**src/rtl/key_unroll.sv**
```systemverilog
// S-AES key unroller: takes the final round key and emits key2, key1, key0 by inverting key expansion.
// Optional KEY_CHECK_EN adds a CHECK state that re-expands key0 and compares it with the stored key2.
module key_unroll (
    input  logic        clk,
    input  logic        rst,
    input  logic        in_valid,
    output logic        in_ready,
    input  logic [15:0] key_in,
    output logic        out_valid,
    input  logic        out_ready,
    output logic [15:0] out_key,
    output logic [1:0]  out_idx,
    output logic        out_last,
    output logic        chk_valid,
    output logic        key_ok
);

    localparam int unsigned KW = 16;
    localparam int unsigned BW = 8;
    localparam int unsigned IW = 2;

    localparam logic [BW-1:0] RC_K1 = 8'h30;
    localparam logic [BW-1:0] RC_K0 = 8'h80;

`ifdef KEY_CHECK_EN
    typedef enum logic [1:0] {
        S_IDLE  = 2'd0,
        S_EMIT  = 2'd1,
        S_CHECK = 2'd2
    } state_t;
`else
    typedef enum logic [1:0] {
        S_IDLE = 2'd0,
        S_EMIT = 2'd1
    } state_t;
`endif

    function automatic logic [3:0] sbox(input logic [3:0] n);
        logic [3:0] r;
        case (n)
            4'h0: r = 4'h9;
            4'h1: r = 4'h4;
            4'h2: r = 4'hA;
            4'h3: r = 4'hB;
            4'h4: r = 4'hD;
            4'h5: r = 4'h1;
            4'h6: r = 4'h8;
            4'h7: r = 4'h5;
            4'h8: r = 4'h6;
            4'h9: r = 4'h2;
            4'hA: r = 4'h0;
            4'hB: r = 4'h3;
            4'hC: r = 4'hC;
            4'hD: r = 4'hE;
            4'hE: r = 4'hF;
            default: r = 4'h7;
        endcase
        return r;
    endfunction

    // SubNib(RotNib(w)) ^ rc
    function automatic logic [BW-1:0] g_fn(input logic [BW-1:0] w, input logic [BW-1:0] rc);
        return {sbox(w[3:0]), sbox(w[7:4])} ^ rc;
    endfunction

    function automatic logic [KW-1:0] back_step(input logic [KW-1:0] k, input logic [BW-1:0] rc);
        logic [BW-1:0] b_n;
        b_n = k[15:8] ^ k[7:0];
        return {k[15:8] ^ g_fn(b_n, rc), b_n};
    endfunction

    state_t          state_q;
    logic [KW-1:0]   key_q;
    logic [IW-1:0]   idx_q;
    logic            out_valid_q;
    logic            out_last_q;
    logic            in_ready_q;
    logic [KW-1:0]   step_d;
    logic [BW-1:0]   rc_d;

    assign rc_d   = (idx_q == IW'(2)) ? RC_K1 : RC_K0;
    assign step_d = back_step(key_q, rc_d);

`ifdef KEY_CHECK_EN
    logic [KW-1:0] key2_q;
    logic          chk_valid_q;
    logic          key_ok_q;

    function automatic logic [KW-1:0] fwd_expand(input logic [KW-1:0] k0);
        logic [BW-1:0] w2, w3, w4;
        w2 = k0[15:8] ^ g_fn(k0[7:0], RC_K0);
        w3 = w2 ^ k0[7:0];
        w4 = w2 ^ g_fn(w3, RC_K1);
        return {w4, w4 ^ w3};
    endfunction
`endif

    always_ff @(posedge clk) begin
        if (rst) begin
            state_q     <= S_IDLE;
            key_q       <= '0;
            idx_q       <= '0;
            out_valid_q <= 1'b0;
            out_last_q  <= 1'b0;
            in_ready_q  <= 1'b1;
`ifdef KEY_CHECK_EN
            key2_q      <= '0;
            chk_valid_q <= 1'b0;
            key_ok_q    <= 1'b0;
`endif
        end else begin
`ifdef KEY_CHECK_EN
            chk_valid_q <= 1'b0;
`endif
            case (state_q)
                S_IDLE: begin
                    if (in_valid && in_ready_q) begin
                        key_q       <= key_in;
`ifdef KEY_CHECK_EN
                        key2_q      <= key_in;
`endif
                        idx_q       <= IW'(2);
                        out_valid_q <= 1'b1;
                        out_last_q  <= 1'b0;
                        in_ready_q  <= 1'b0;
                        state_q     <= S_EMIT;
                    end
                end
                S_EMIT: begin
                    if (out_ready) begin
                        if (idx_q != IW'(0)) begin
                            key_q      <= step_d;
                            idx_q      <= idx_q - IW'(1);
                            out_last_q <= (idx_q == IW'(1));
                        end else begin
                            out_valid_q <= 1'b0;
                            out_last_q  <= 1'b0;
`ifdef KEY_CHECK_EN
                            state_q     <= S_CHECK;
`else
                            in_ready_q  <= 1'b1;
                            state_q     <= S_IDLE;
`endif
                        end
                    end
                end
`ifdef KEY_CHECK_EN
                // key_q holds the recovered key0 here
                S_CHECK: begin
                    chk_valid_q <= 1'b1;
                    key_ok_q    <= (fwd_expand(key_q) == key2_q);
                    in_ready_q  <= 1'b1;
                    state_q     <= S_IDLE;
                end
`endif
                default: begin
                    out_valid_q <= 1'b0;
                    out_last_q  <= 1'b0;
                    in_ready_q  <= 1'b1;
                    state_q     <= S_IDLE;
                end
            endcase
        end
    end

    assign in_ready  = in_ready_q;
    assign out_valid = out_valid_q;
    assign out_key   = key_q;
    assign out_idx   = idx_q;
    assign out_last  = out_last_q;

`ifdef KEY_CHECK_EN
    assign chk_valid = chk_valid_q;
    assign key_ok    = key_ok_q;
`else
    assign chk_valid = 1'b0;
    assign key_ok    = 1'b0;
`endif

endmodule

```
**config.mk**
```make
export PLATFORM = sky130hd
export DESIGN_NAME = key_unroll
export DESIGN_NICKNAME = d
export VERILOG_FILES = /design/src/rtl/key_unroll.sv
export SDC_FILE = /design/constraint.sdc
export NUM_CORES = 1
export LEC_CHECK = 0
export BUFFER_PORTS_ARGS = -buffer_cell sky130_fd_sc_hd__buf_2
export CAP_MARGIN = 20
export CORE_MARGIN = 4
export CORE_UTILIZATION = 47
export CTS_BUF_LIST = sky130_fd_sc_hd__clkbuf_16
export DETAILED_ROUTE_END_ITERATION = 6
export PLACE_DENSITY = 0.81
export SKIP_CTS_REPAIR_TIMING = 1
export SLEW_MARGIN = 20
export SYNTH_ARGS = -nofsm -noshare
export SYNTH_HDL_FRONTEND = slang
export SYNTH_SLANG_ARGS = --single-unit
```
**constraint.sdc**
```tcl
create_clock -name clk -period 1.9 [get_ports clk]
set_input_delay 0.285 -clock clk [delete_from_list [all_inputs] [get_ports clk]]
set_output_delay 0.285 -clock clk [all_outputs]
set_load 0.005 [all_outputs]
```
==> flow_summary.toml <==
[cells_and_area]
layout-drive-gt1-share = 0.3074
n_fill_cell = 300
antenna_cells = 0
most-common-layout-cells = "sky130_fd_sc_hd__buf_2 (40), sky130_fd_sc_hd__dfxtp_1 (18), sky130_fd_sc_hd__buf_4 (17)"
layout.cells.most_common = "sky130_fd_sc_hd__buf_2"
area_delta_synth_final_pct = 28.43
final_net_count = 270

[sta]
finalSetupViolCount = 1
timing.final.ws_setup_ns = -0.07509
post-route-min-period_ns = 1.975
worst_clock_skew_ns = 0.006754
timing.fmax_mhz = 506.3
finalHoldViolCount = 0
worst_hold_slack_ns = 0.2882
setup_repair_after_global_routing_missed_its_margin = "yes"
slew_violations = 0
min_period_over_period = 1.040

[worst_setup_path]
r2r-start = "out_key[9]"
r2r_end = "out_key[12]"
reg2reg_slack_ns = -0.08
setup.worst_path.start_class = "flip-flop"
cp_slowest_cell = "sky130_fd_sc_hd__mux4_2"
timing.reg2reg.worst_path_depth = 7
crit_path_end_kind = "flip-flop"
worst_endpoint_data_arrival_time_ns = 2.10
worst-path-stages = 7
crit_path_cell_trace = "xor2_4, ha_4, inv_1, mux4_2, xor2_1, mux2i_1, a221oi_2"
worst-path-max-fanout = 4
cp_slowest_stage_delay_ns = 0.44
path_delay_family = "multiplexers"
count_of_buffer_and_inverter_cells_on_the_critical_path = 1
timing_worst_setup_path_type = "reg -> reg"
worst-endpoint-required_ns = 2.03

[grt]
globalRouteMet2Util = 0.3420
first_global_vias = 1481
grt_util_all_layers = 0.1984
initial_antenna_violation_count = 0
met1_usage = 0.2513
grt_max_degree = 21
global_route.overflow_total = 0
gr-max-usage-layer = "met2"
grt_pass1_wl_um = 6796
global_route.usage.met3 = 0.03061

[synth]
synth.ff_latch_count = 21
synth.distinct_cells = 50
synth-edff-count = 0
post_synth_inst_count = 196
ys.warnings.count = 0
postSynthAreaPerCell_um2 = 8.107
yosysSeqAreaShare = 0.2646
syn_area_um2 = 1589
postSynth.asyncResetShare = 0
synth-main-ff-cell = "sky130_fd_sc_hd__dfxtp_1"

[placed_design]
buffer_ports.inserted = 40
dpl_worst_slack_ns = -0.05303
place.gp.congestion = 0.9107
post-dp-hpwl_um = 3088

[route]
drc_errors = 0
drt-total-wl_um = 4057
drt-pass1-iter-count = 4
antenna_violating_nets_post_route = 0
vias_after_detailed_routing = 1575
number_of_design_rule_violations_left_by_the_first_detailed_router_iteration = 95
wl_per_cell_um = 14.09
via_per_inst = 5.469

[clocking]
cts.sinks = 21
clock_tree.htree_level_count = 1
cts_tree = "built"
cts_made_buffers = 3
clock_path_buffers = 2
clk_root_buffer_cell = "sky130_fd_sc_hd__clkbuf_16"
clkSlewWorstSetupHoldPaths_ns = 0.06
clk_latency_ns = 0.26

[floorplanning]
core-area_um2 = 3153
start_util = 0.5040
fp.dieH_um = 66.15
die_area_um2 = 4375
ioPinCount = 43
row_count = 20
die_x_um = 66.15

[min_path]
hold_path.class = "in -> reg"
worst_hold_path.num_cells = 3
hold_path_end = "out_key[4]"
min_from = "key_in[4]"

[job]
maxCapViolCount = 0

[status]
run_status = "complete, but fails checks"
failed_checks = "setup timing"

[power_and_ir_drop]
worst_ir_drop_vdd_uv = 399.6
static_leakage_power_nw = 0.8761
power_density_nw_per_um2 = 786.5
cell usage after synthesis (all sizes together), types with 2 or more instances:
library cell	count	area share
ha	5	0.039
nand3b	3	0.014
nand3	6	0.019
mux2i	6	0.038
o221ai	2	0.011
nand4	2	0.0079
o22ai	6	0.024
inv	11	0.026
or2b	3	0.014
or3	2	0.0079
xnor2	6	0.038
nor3b	3	0.014
nand2	16	0.038
buf	8	0.032
a21oi	14	0.044
clkbuf	7	0.017
and3b	2	0.011
nor2	9	0.021
nor2b	3	0.012
xor2	9	0.064
a222oi	5	0.031
nand2b	8	0.031
a31oi	3	0.012
dfxtp	21	0.26
a211oi	2	0.0094
a22oi	2	0.0094
a221oi	2	0.015
o21ai	15	0.047
report_power, final:
part / switching (W) / total, W / internal [W]
registers: 0.0000556 / 0.000536 / 0.000480
clock network: 0.000178 / 0.000461 / 0.000283
logic: 0.000315 / 0.000608 / 0.000293
worst reg2reg max path, cell delays in order, from the launching register on:
cell,delay [ns]
sky130_fd_sc_hd__dfxtp_4,0.36
sky130_fd_sc_hd__xor2_4,0.20
sky130_fd_sc_hd__ha_4,0.27
sky130_fd_sc_hd__inv_1,0.03
sky130_fd_sc_hd__mux4_2,0.44
sky130_fd_sc_hd__xor2_1,0.20
sky130_fd_sc_hd__mux2i_1,0.25
sky130_fd_sc_hd__a221oi_2,0.08
state kept, by name, summed over array words and instances (netlist names):
signal,flops
in_ready,1
out_last,1
out_idx,2
out_key,16
out_valid,1
worst max-delay path by stage:
stage	from	endpoint	slack, ns
global route	out_key[9]	out_key[12]	-0.14
detailed placement	out_key[1]	out_key[12]	-0.05
floorplan	out_key[1]	out_key[12]	0.02
CTS	out_key[9]	out_key[12]	-0.06
finish	out_key[9]	out_key[12]	-0.08
global placement	out_key[1]	out_key[12]	0.008
metrics by stage:
stage | utilization | cells | TNS [ns] | cell area, um^2 | power (W)
6_report | 0.6472 | 288 | -0.07509 | 2041 | 0.001605
5_1_grt | 0.6472 | 288 | -0.1433 | 2041 | 0.001702
4_1_cts | 0.6401 | 287 | -0.06301 | 2018 | 0.001600
3_5_place_dp | 0.6147 | 283 | -0.05303 | 1938 | 0.001139
3_3_place_gp | 0.6147 | 283 | 0 | 1938 | 0.001118
2_1_floorplan | - | 197 | 0 | 1633 | 0.0009562
metal layers:
layer / part of all wire / up-vias
li1: - / 798
met1: 0.43 / 725
met2: 0.49 / 47
met3: 0.064 / 5
met4: 0.012 / 0
met5: 0 / -
final cells by class:
cell class / instances / area [um^2] / share of cell area
Clock buffer: 3 / 75.07 / 0.03679
Inverter: 11 / 41.29 / 0.02023
Tap cell: 44 / 55.05 / 0.02698
Sequential cell: 21 / 429.2 / 0.2103
Multi-Input combinational cell: 150 / 1096 / 0.5371
Clock inverter: 1 / 5.005 / 0.002452
Timing Repair Buffer: 58 / 339.1 / 0.1662
cell families after synthesis:
kind of cell / synth area share
simple gates: 0.2236
compound gates: 0.2283
buf+inv: 0.07480
flops: 0.2646
xor+xnor: 0.1016
mux: 0.05906
fa+ha+maj: 0.04567
other cells: 0.002360
(Power assumes the default switching activity.)
